<file path="src/rtl/quad_pkg.sv">
// Shared encodings for the quadrature decoder: phase states, direction
// values and the Gray-code neighbour function used by the decoder.
package quad_pkg;

  // Phase state {a,b}; the up sequence is 00 -> 10 -> 11 -> 01 -> 00
  localparam logic [1:0] PH_00 = 2'b00;
  localparam logic [1:0] PH_10 = 2'b10;
  localparam logic [1:0] PH_11 = 2'b11;
  localparam logic [1:0] PH_01 = 2'b01;

  localparam logic DIR_UP = 1'b1;
  localparam logic DIR_DN = 1'b0;

  // Neighbouring phase state in the requested direction
  function automatic logic [1:0] next_phase(input logic [1:0] ph, input logic up);
    logic [1:0] nxt;
    nxt = PH_00;
    case (ph)
      PH_00:   nxt = up ? PH_10 : PH_01;
      PH_10:   nxt = up ? PH_11 : PH_00;
      PH_11:   nxt = up ? PH_01 : PH_10;
      default: nxt = up ? PH_00 : PH_11;
    endcase
    return nxt;
  endfunction

endpackage

</file>
<file path="src/rtl/sample_strobe.sv">
// Sample-rate enable generator: a one-cycle strobe every prescaler+1
// cycles. The >= compare lets prescaler shrink mid-count without waiting
// for the counter to wrap all the way around.
module sample_strobe #(
  parameter int DIV_W = 16
) (
  input  logic             clk,
  input  logic             reset,
  input  logic [DIV_W-1:0] prescaler,
  output logic             strobe
);

  logic [DIV_W-1:0] count;

  assign strobe = (count >= prescaler);

  // Divider counter: restart on every strobe, otherwise count up
  always_ff @(posedge clk) begin
    if (reset)
      count <= '0;
    else if (strobe)
      count <= '0;
    else
      count <= count + DIV_W'(1);
  end

endmodule

</file>
<file path="src/rtl/quad_decoder.sv">
// Quadrature decoder with position counter. Phases are synchronised,
// filtered on the sample strobe, and every accepted Gray-code edge moves
// the wrap-around count Q by one (x4 resolution).
module quad_decoder
  import quad_pkg::*;
#(
  parameter int WIDTH      = 4,
  parameter int FILTER_LEN = 3,
  parameter int DIV_W      = 16
) (
  input  logic             clk,
  input  logic             reset,
  input  logic             a,
  input  logic             b,
  input  logic [DIV_W-1:0] prescaler,
  output logic [WIDTH-1:0] Q,
  output logic             dir,
  output logic             step,
  output logic             err,
  output logic             err_sticky
);

  localparam logic [3:0] RUN_MAX = 4'(FILTER_LEN);

  logic       a_meta, a_sync, b_meta, b_sync;
  logic [1:0] sample;
  logic [1:0] cand;
  logic [3:0] run;
  logic [1:0] acc;
  logic       primed;
  logic       strobe;
  logic       accept;
  logic       is_up, is_dn;

  sample_strobe #(.DIV_W(DIV_W)) u_strobe (
    .clk       (clk),
    .reset     (reset),
    .prescaler (prescaler),
    .strobe    (strobe)
  );

  // Two-flop synchroniser for each asynchronous encoder phase
  always_ff @(posedge clk) begin
    if (reset) begin
      a_meta <= 1'b0;
      a_sync <= 1'b0;
      b_meta <= 1'b0;
      b_sync <= 1'b0;
    end else begin
      a_meta <= a;
      a_sync <= a_meta;
      b_meta <= b;
      b_sync <= b_meta;
    end
  end

  assign sample = {a_sync, b_sync};

  // Run-length filter: a new value must be seen on FILTER_LEN consecutive strobes
  always_ff @(posedge clk) begin
    if (reset) begin
      cand <= PH_00;
      run  <= '0;
    end else if (strobe) begin
      if (sample == cand) begin
        if (run != RUN_MAX)
          run <= run + 4'd1;
      end else begin
        cand <= sample;
        run  <= 4'd1;
      end
    end
  end

  // Before priming any fully filtered value is taken; after that only a change counts
  always_comb begin
    accept = (run == RUN_MAX) && (!primed || (cand != acc));
    is_up  = (next_phase(acc, DIR_UP) == cand);
    is_dn  = (next_phase(acc, DIR_DN) == cand);
  end

  // Decode accepted transitions into count, direction and pulse outputs
  always_ff @(posedge clk) begin
    if (reset) begin
      Q          <= '0;
      dir        <= DIR_DN;
      step       <= 1'b0;
      err        <= 1'b0;
      err_sticky <= 1'b0;
      primed     <= 1'b0;
      acc        <= PH_00;
    end else begin
      step <= 1'b0;
      err  <= 1'b0;
      if (accept) begin
        acc    <= cand;
        primed <= 1'b1;
        if (primed) begin
          if (is_up) begin
            Q    <= Q + WIDTH'(1);
            dir  <= DIR_UP;
            step <= 1'b1;
          end else if (is_dn) begin
            Q    <= Q - WIDTH'(1);
            dir  <= DIR_DN;
            step <= 1'b1;
          end else begin
            err        <= 1'b1;
            err_sticky <= 1'b1;
          end
        end
      end
    end
  end

endmodule

</file>
<file path="config.mk">
export PLATFORM = sky130hd
export DESIGN_NAME = quad_decoder
export DESIGN_NICKNAME = d
export VERILOG_FILES = /design/src/rtl/quad_pkg.sv /design/src/rtl/sample_strobe.sv /design/src/rtl/quad_decoder.sv
export SDC_FILE = /design/constraint.sdc
export NUM_CORES = 1
export LEC_CHECK = 0
export BUFFER_PORTS_ARGS = -buffer_cell sky130_fd_sc_hd__buf_2
export CORE_MARGIN = 4
export CORE_UTILIZATION = 58
export CTS_CLUSTER_DIAMETER = 30
export DETAILED_ROUTE_END_ITERATION = 8
export PLACE_DENSITY = 0.8
export SLEW_MARGIN = 20
export SYNTH_ARGS = -nofsm -noshare
export SYNTH_HDL_FRONTEND = slang
export SYNTH_HIERARCHICAL = 1
export SYNTH_SLANG_ARGS = --single-unit
</file>
<file path="constraint.sdc">
create_clock -name clk -period 3.2 [get_ports clk]
set_input_delay 0 -clock clk [delete_from_list [all_inputs] [get_ports clk]]
set_output_delay 0 -clock clk [all_outputs]
set_load 0.1 [all_outputs]
</file>
After elaboration in Yosys (flattened, before gate mapping)
Index checks and enable logic that the tools add are counted.

$add $sub $neg: 4. Magnitude comparators: 1. Equality and inequality tests: 9. Multiplexer cells: 11. Bitwise logic cells: 5. Reduce and logical (&&, ||, !) cells: 12.

Operators with widths (count): 16-bit by 1-bit adder with 16-bit output (second input constant) (1); 16-bit greater-or-equal comparator (1); 4-bit 2-to-1 mux (4); 2-bit one-hot mux with 3 select lines (2); 4-bit by 1-bit adder with 4-bit output (second input constant) (2); 2-bit equality test (3); 1-bit 2-to-1 mux (5); 1-bit inverter (5); 2-bit equality test (second input constant) (2); 4-bit by 2-bit equality test with 1-bit output (second input constant) (1); 4-bit by 2-bit != test with 1-bit output (second input constant) (1); 2-bit AND reduction (2); 4-bit AND reduction (1); 4-bit OR reduction (1); 4-bit by 1-bit subtractor with 4-bit output (second input constant) (1); 3-bit AND reduction (1); 3-bit OR reduction (1); 2-bit logical NOT (1); 2-bit by 1-bit != test with 1-bit output (second input constant) (1); 2-bit != test (1); 2-bit nonzero test (1); 2-bit OR reduction (1); 1-bit logical AND (1); 1-bit logical NOT (1); 1-bit logical OR (1).

Flip-flop bits (word level): 37. Output and inout bits: 8. Word-level logic and storage cells: 56.

Logic depth before layout (Yosys ltp)
Gate-level depths: netlist (run 1).

Depth in word-level cells: 5. Gate-level depth with buffers: 10. Mapped depth without buffers: 9.

Modules after synthesis
The synthesis (run 1) kept the hierarchy.

By module, submodules not included: sample_strobe (times used 1, cells each 141, area each 1263.7 um2); quad_decoder (times used 1, cells each 99, area each 955.9 um2).

Least setup slack after synthesis (run 1)
No wires, ideal clock.

Path type: reg2reg. From: register u_strobe.count[9]. To: register run[1]. Data arrival time: 2.503 ns. Required time: 3.135 ns. Slack: 0.632 ns. Stages on the path, launching flop included: 10. Path buffers: 1. Period minus slack after synthesis: 2.568 ns. Cell sequence: dfxtp_1 > ha_1 > and3_4 > or4b_4 > o31ai_4 > or3_1 > clkbuf_1 > nor3b_1 > a32oi_1 > nor2_1.

Longest elaborated chain between the ends: 2.

Ends and longest elaborated chain: start: declaration (line sample_strobe.sv:13) `logic [DIV_W-1:0] count;`; start signal: assignment (line sample_strobe.sv:24) `count <= count + DIV_W'(1);`; 16-bit greater-or-equal comparator (line sample_strobe.sv:15) `assign strobe = (count >= prescaler);`; named net strobe (line quad_decoder.sv:31) `logic strobe;`; 2-bit AND reduction (no source line); end signal: assignment (line quad_decoder.sv:67) `run <= run + 4'd1;`; end: declaration (line quad_decoder.sv:28) `logic [3:0] run;`.

The timed path passes the listed nets, and every way through them passes these cells. A chain may end at the register's enable or synchronous reset.

Final worst setup path (run 1)
From: register u_strobe.count[9]. To: register run[2].

The elaborated chain is that of the path after synthesis.

==> impl_metrics.py, run 1 <==
metrics = {
    "yosys": {
        "synth-main-ff-cell": "dfxtp_1",
        "synth.cell_area_um2": 2220,
        "postSynthAreaPerCell_um2": 9.25,
        "synth-seq-cells": 37,
        "ys_warn_count": 6,
        "synth_cell_type_count": 55,
        "synth_top_area_cell": "dfxtp_1",
        "ys_top_cells_by_area": "dfxtp_1 33%, ha_1 11%, xnor2_1 4.3%",
        "synthArstFlopShare_pct": 0,
        "syn_nets": 281,
        "yosysTopAreaCellShare_pct": 33.4,
        "synth_edf_count": 0,
        "syn_inst": 240,
        "synth_most_common_cell": "dfxtp_1",
        "synth_common_cells": "37 x dfxtp_1, 20 x ha_1, 18 x inv_1",
        "ys_seq_area_share_pct": 33.4,
    },
    "setup_path": {
        "worst-setup-path-type": "register to register",
        "worstPathRequired_ns": 3.42,
        "crit_path_start_kind": "register",
        "r2r_start": "u_strobe/count[9]$_SDFF_PP0_",
        "r2r_cells": 8,
        "critPathMaxFanout": 6,
        "rr_endpoint": "run[2]$_SDFFE_PP0P_",
        "reg2reg_slack_ns": 0.60,
        "worstSetupEndpointType": "register",
        "cp.arrival_ns": 2.82,
    },
    "timing": {
        "max_slew_margin_pct": 62.6,
        "finalCriticalPeriod_ns": 2.60,
        "tns_ns": 0,
        "fmax_mhz": 384,
        "maxSlewViolCount": 0,
        "hold_viol_final": 0,
        "final.setup_skew_ns": 0.00804,
        "rsz0062_at_grt": "no",
        "period_share_pct": 81.3,
        "tightest_slew_ns": 0.560,
        "setup_viol": 0,
    },
    "floorplanning": {
        "io-pin-count": 28,
        "num_rows": 22,
        "dieHeight_um": 69.9,
        "initial_core_util_pct": 60.2,
        "coreArea_um2": 3690,
        "die_w_um": 69.9,
        "dieArea_um2": 4880,
    },
    "cells_and_area": {
        "fillers": 326,
        "fin_util_pct": 67.8,
        "area_delta_synth_final_pct": 12.7,
        "diodes": 0,
        "final_layout_size_suffix_gt1_share_pct": 21.0,
        "finalNetCount": 312,
        "final_area_um2": 2500,
    },
    "global_routing": {
        "grt_pass1_vias": 1682,
        "grt_util_all_layers_pct": 19.1,
        "grt-ovfl-total": 0,
        "grt_max_degree": 33,
        "grt_pass1_wl_um": 7690,
        "antenna_found_initial": 0,
    },
    "route": {
        "wl_met3_um": 199,
        "top_layer": "met4",
        "detail-route-antenna-nets": 0,
        "wl_met1_um": 2050,
        "drc": 0,
        "avgRoutedWirePerCell_um": 13.5,
        "drt_iter0_drc": 97,
        "viasPerCell": 5.65,
        "vias": 1803,
        "first_pass_iters": 4,
        "routed_wl_um": 4290,
        "route.met2.wl_um": 2000,
    },
    "clock_tree": {
        "cts.sinks": 37,
        "cts_tree": "built",
        "postCtsSetupBuffers": 0,
        "cts_buffers": 5,
        "clkLatencyLatePin_ns": 0.29,
        "cts_root_buf": "clkbuf_8",
        "clockBufferDepth": 2,
        "htreeDepth": 2,
        "cts.clk_slew.worst_paths_ns": 0.06,
    },
    "min_path": {
        "hold_class": "primary input to register",
        "min_path_cells": 2,
        "min_to": "primed$_SDFFE_PP0P_",
        "worstHoldStart": "reset",
    },
    "placement": {
        "placed_area_um2": 2400,
        "hpwl_um": 3250,
        "place_congestion": 0.939,
        "port-buffer-count": 27,
    },
    "pwr": {
        "p_leak_nw": 1.08,
        "power_density_nw_per_um2": 341,
        "total_power_uw": 854,
        "vdd_drop_max_uv": 349,
    },
    "run_status": {
        "outcome": "finished clean",
    },
    "flow_run": {
        "maxCapViolations": 0,
    },
}
==> how the worst max path moves through the flow <==
stage                             startpoint                   to  slack [ns]  cells after the start
3_3_place_gp    u_strobe/count[0]$_SDFF_PP0_  run[2]$_SDFFE_PP0P_        0.68                      9
5_1_grt         u_strobe/count[0]$_SDFF_PP0_  run[1]$_SDFFE_PP0P_        0.43                      9
2_1_floorplan   u_strobe/count[9]$_SDFF_PP0_  run[1]$_SDFFE_PP0P_        0.63                      9
6_report        u_strobe/count[9]$_SDFF_PP0_  run[2]$_SDFFE_PP0P_        0.60                      8
4_1_cts        u_strobe/count[10]$_SDFF_PP0_  run[2]$_SDFFE_PP0P_        0.62                      8
3_5_place_dp   u_strobe/count[10]$_SDFF_PP0_  run[1]$_SDFFE_PP0P_        0.63                      8
==> sequential cells by signal (all words and copies together), names as in the netlist, 2 cells and up <==
name and flops:
u_strobe/count 16, Q 4, run 4, acc 2
cand 2
==> logic make-up after synthesis <==
kind of cell | after synthesis | synth area share (%)
AOI/OAI and AO/OA | 43 | 13.9
xor gates and xnor gates | 19 | 8.17
adders and majority gates | 21 | 12.2
buffers and inverters | 26 | 4.90
DFF | 37 | 33.4
muxes | 3 | 1.41
and+or+nand+nor | 91 | 26.0
==> cell usage in the layout, fill, tap and decap left out, types with 9 or more instances in the layout <==
cell and n:
dfxtp_1 37, buf_2 27, ha_1 20, inv_1 18, nand2_1 12, xnor2_1 11, a21oi_1 11, nor4_1 11
nor2_1 9
==> per-stage QoR <==
| step | worst slack (ns) | hold WS, ns | cells |
|---|---|---|---|
| floorplan | 0.632 | 0.128 | 240 |
| global placement | 0.680 | 0.210 | 310 |
| detailed placement | 0.629 | 0.219 | 310 |
| CTS | 0.625 | 0.187 | 319 |
| global route | 0.430 | 0.221 | 319 |
| finish | 0.597 | 0.190 | 319 |
==> critical path: stages (launching register included) <==
cell and delay, ns:
dfxtp_1 0.37, ha_1 0.32, and3_4 0.19, or4b_4 0.47
o31ai_4 0.19, or3_1 0.27, nor3b_1 0.47, a32oi_1 0.17
nor2_1 0.10
==> power breakdown <==
part           internal, mW  switching [mW]  leakage, nW
clock network         0.171           0.152       0.0443
logic                0.0293          0.0304        0.734
registers             0.466         0.00539        0.299
==> layer usage <==
layer	up-vias	GRT usage, %
met5	-	0
met4	0	5.11
met3	7	5.90
met2	36	29.9
met1	827	25.6
li1	933	-
==> repair_timing <==
action | CTS | global route
endpoints found under the hold margin | 2 | 0
resized for setup | 0 | 0
hold buffers | 2 | 0
==> final cells by class <==
cell class	instances	area, µm²	share of cell area, %
clock buffer	7	86.3	3.45
inverter	18	67.6	2.70
multi-input combinational	177	1370	54.7
sequential	37	741	29.6
tap	48	60.1	2.40
timing repair buffer	32	178	7.10
Power figures use the tool's default switching activity.
==> inputs of run 2 (changes only) <==
- CORE_UTILIZATION: 58 -> 52
- PLACE_DENSITY: 0.8 -> 0.76
- clock period: 3.2 -> 2.2 ns (I/O delays scaled with it)
==> impl_metrics.py, run 2 (same netlist as run 1, synthesis figures left out) <==
metrics = {
    "floorplanning": {
        "dieHeight_um": 73.3,
        "die_w_um": 73.3,
        "coreArea_um2": 4060,
        "initial_core_util_pct": 54.7,
        "io-pin-count": 28,
        "num_rows": 23,
        "dieArea_um2": 5380,
    },
    "route": {
        "drc": 0,
        "routed_wl_um": 4780,
        "avgRoutedWirePerCell_um": 13.7,
        "first_pass_iters": 4,
        "vias": 1896,
        "drt_iter0_drc": 107,
        "viasPerCell": 5.43,
        "detail-route-antenna-nets": 0,
    },
    "cells_and_area": {
        "largest_register_ffs": 16,
        "diodes": 0,
        "final_layout_size_suffix_gt1_share_pct": 34.8,
        "stdcell_count": 349,
        "top_register": "u_strobe/count",
        "reg_top3": "u_strobe/count: 16 flops, Q: 4 flops, run: 4 flops",
        "final_cell_mix": "30 x buf_4, 28 x dfxtp_1, 27 x buf_2",
        "area_delta_synth_final_pct": 28.9,
        "finalNetCount": 339,
        "fillers": 321,
        "final_common_cell": "buf_4",
    },
    "pwr": {
        "vdd_drop_max_uv": 419,
        "p_leak_nw": 1.24,
        "power_density_nw_per_um2": 489,
        "total_power_mw": 1.40,
    },
    "flow_run": {
        "maxCapViolations": 0,
    },
    "min_path": {
        "min_path_cells": 2,
        "hold_class": "primary input to register",
        "min_to": "run[1]$_SDFFE_PP0P_",
        "worstHoldStart": "reset",
    },
    "clock_tree": {
        "clkLatencyLatePin_ns": 0.29,
        "cts_buffers": 5,
        "cts_tree": "built",
        "htreeDepth": 2,
        "cts.sinks": 37,
        "clockBufferDepth": 2,
        "cts.clk_slew.worst_paths_ns": 0.08,
        "cts_root_buf": "clkbuf_8",
    },
    "timing": {
        "max_slew_margin_pct": 60.2,
        "layout_setup_ws_ns": -0.0309,
        "hold_viol_final": 0,
        "final.setup_skew_ns": 0.00717,
        "tightest_slew_ns": 0.596,
        "maxSlewViolCount": 0,
        "rsz0062_at_grt": "yes",
        "period_share_pct": 101,
        "fmax_mhz": 448,
        "setup_viol": 2,
        "finalCriticalPeriod_ns": 2.23,
    },
    "global_routing": {
        "grt_pass1_vias": 1891,
        "grt_util_all_layers_pct": 20.2,
        "grt_max_degree": 33,
        "grt_pass1_wl_um": 8550,
        "antenna_found_initial": 0,
        "grt-ovfl-total": 0,
    },
    "setup_path": {
        "worst-setup-path-type": "register to register",
        "reg2reg_slack_ns": -0.03,
        "rr_endpoint": "run[2]$_SDFFE_PP0P_",
        "critPathMaxFanout": 5,
        "worstSetupEndpointType": "register",
        "r2r_cells": 8,
        "cp.arrival_ns": 2.45,
        "crit_path_start_kind": "register",
        "worstPathRequired_ns": 2.42,
        "r2r_start": "u_strobe/count[9]$_SDFF_PP0_",
    },
    "run_status": {
        "outcome": "finished, violations left",
        "violations": "negative setup slack",
    },
    "placement": {
        "dp_cells": 336,
        "hpwl_um": 3580,
        "place_congestion": 0.766,
        "port-buffer-count": 27,
    },
}
-- run 2: worst max-delay path, stage by stage, from the launching register on --
cell and delay, ns:
dfxtp_4 0.36, ha_4 0.26, and3_4 0.17, or4b_4 0.47, o31ai_4 0.24, or3_4 0.18, nor3b_4 0.23, a32oi_1 0.14
nor2_1 0.11
-- run 2: repair_timing --
| action | 4_1_cts | 5_1_grt |
|---|---|---|
| hold endpoints to repair | 2 | 0 |
| buffers inserted | 2 | 1 |
| setup endpoints to repair | 6 | 16 |
| gates resized for setup | 3 | 2 |
| gates cloned | 0 | 0 |
| hold buffers | 2 | 0 |
| pin swaps | 5 | 5 |
-- run 2: worst max path at each step --
stage                     slack (ns)                    startpoint                  end
final                          -0.03  u_strobe/count[9]$_SDFF_PP0_  run[2]$_SDFFE_PP0P_
after global routing           -0.15  u_strobe/count[9]$_SDFF_PP0_  run[2]$_SDFFE_PP0P_
after CTS                      -0.06  u_strobe/count[9]$_SDFF_PP0_  run[2]$_SDFFE_PP0P_
after detailed placement       -0.24  u_strobe/count[0]$_SDFF_PP0_  run[2]$_SDFFE_PP0P_
after global placement         -0.11  u_strobe/count[0]$_SDFF_PP0_  run[2]$_SDFFE_PP0P_
after floorplan                -0.16  u_strobe/count[9]$_SDFF_PP0_  run[2]$_SDFFE_PP0P_
-- run 2: area by class of cell --
| class | instances | area [µm²] | share of cell area [%] |
|---|---|---|---|
| clock buffers | 7 | 86.3 | 3.02 |
| multi-input cells | 177 | 1480 | 51.7 |
| flip-flops and latches | 37 | 754 | 26.4 |
| well taps | 50 | 62.6 | 2.19 |
| repair buffers | 59 | 380 | 13.3 |
| clock inverters | 1 | 30.0 | 1.05 |
| inverters | 18 | 67.6 | 2.36 |
-- run 2: through the flow --
stage               TNS [ns]  util (%)  worst slack (ns)  cell area (µm²)  hold WS, ns
detailed placement    -0.955      66.1            -0.242             2680        0.213
global placement      -0.404      66.1            -0.114             2680        0.212
floorplan             -0.669         -            -0.161             2330        0.128
global route          -0.560      70.5            -0.146             2860        0.235
CTS                  -0.0722      70.2           -0.0551             2850        0.202
finish               -0.0400      70.5           -0.0309             2860        0.210
-- run 2: power breakdown --
group / switching, mW / internal [mW]
sequential: 0.00492 / 0.676
combinational: 0.0552 / 0.0567
clock: 0.237 / 0.370
-- run 2: layer usage --
| layer | global-route usage (%) | vias to the layer above | part of all wire, % |
|---|---|---|---|
| li1 | - | 988 | - |
| met1 | 26.8 | 874 | 49 |
| met2 | 32.8 | 30 | 47 |
| met3 | 5.75 | 4 | 3.6 |
| met4 | 4.23 | 0 | 0.67 |
| met5 | 0 | - | 0 |
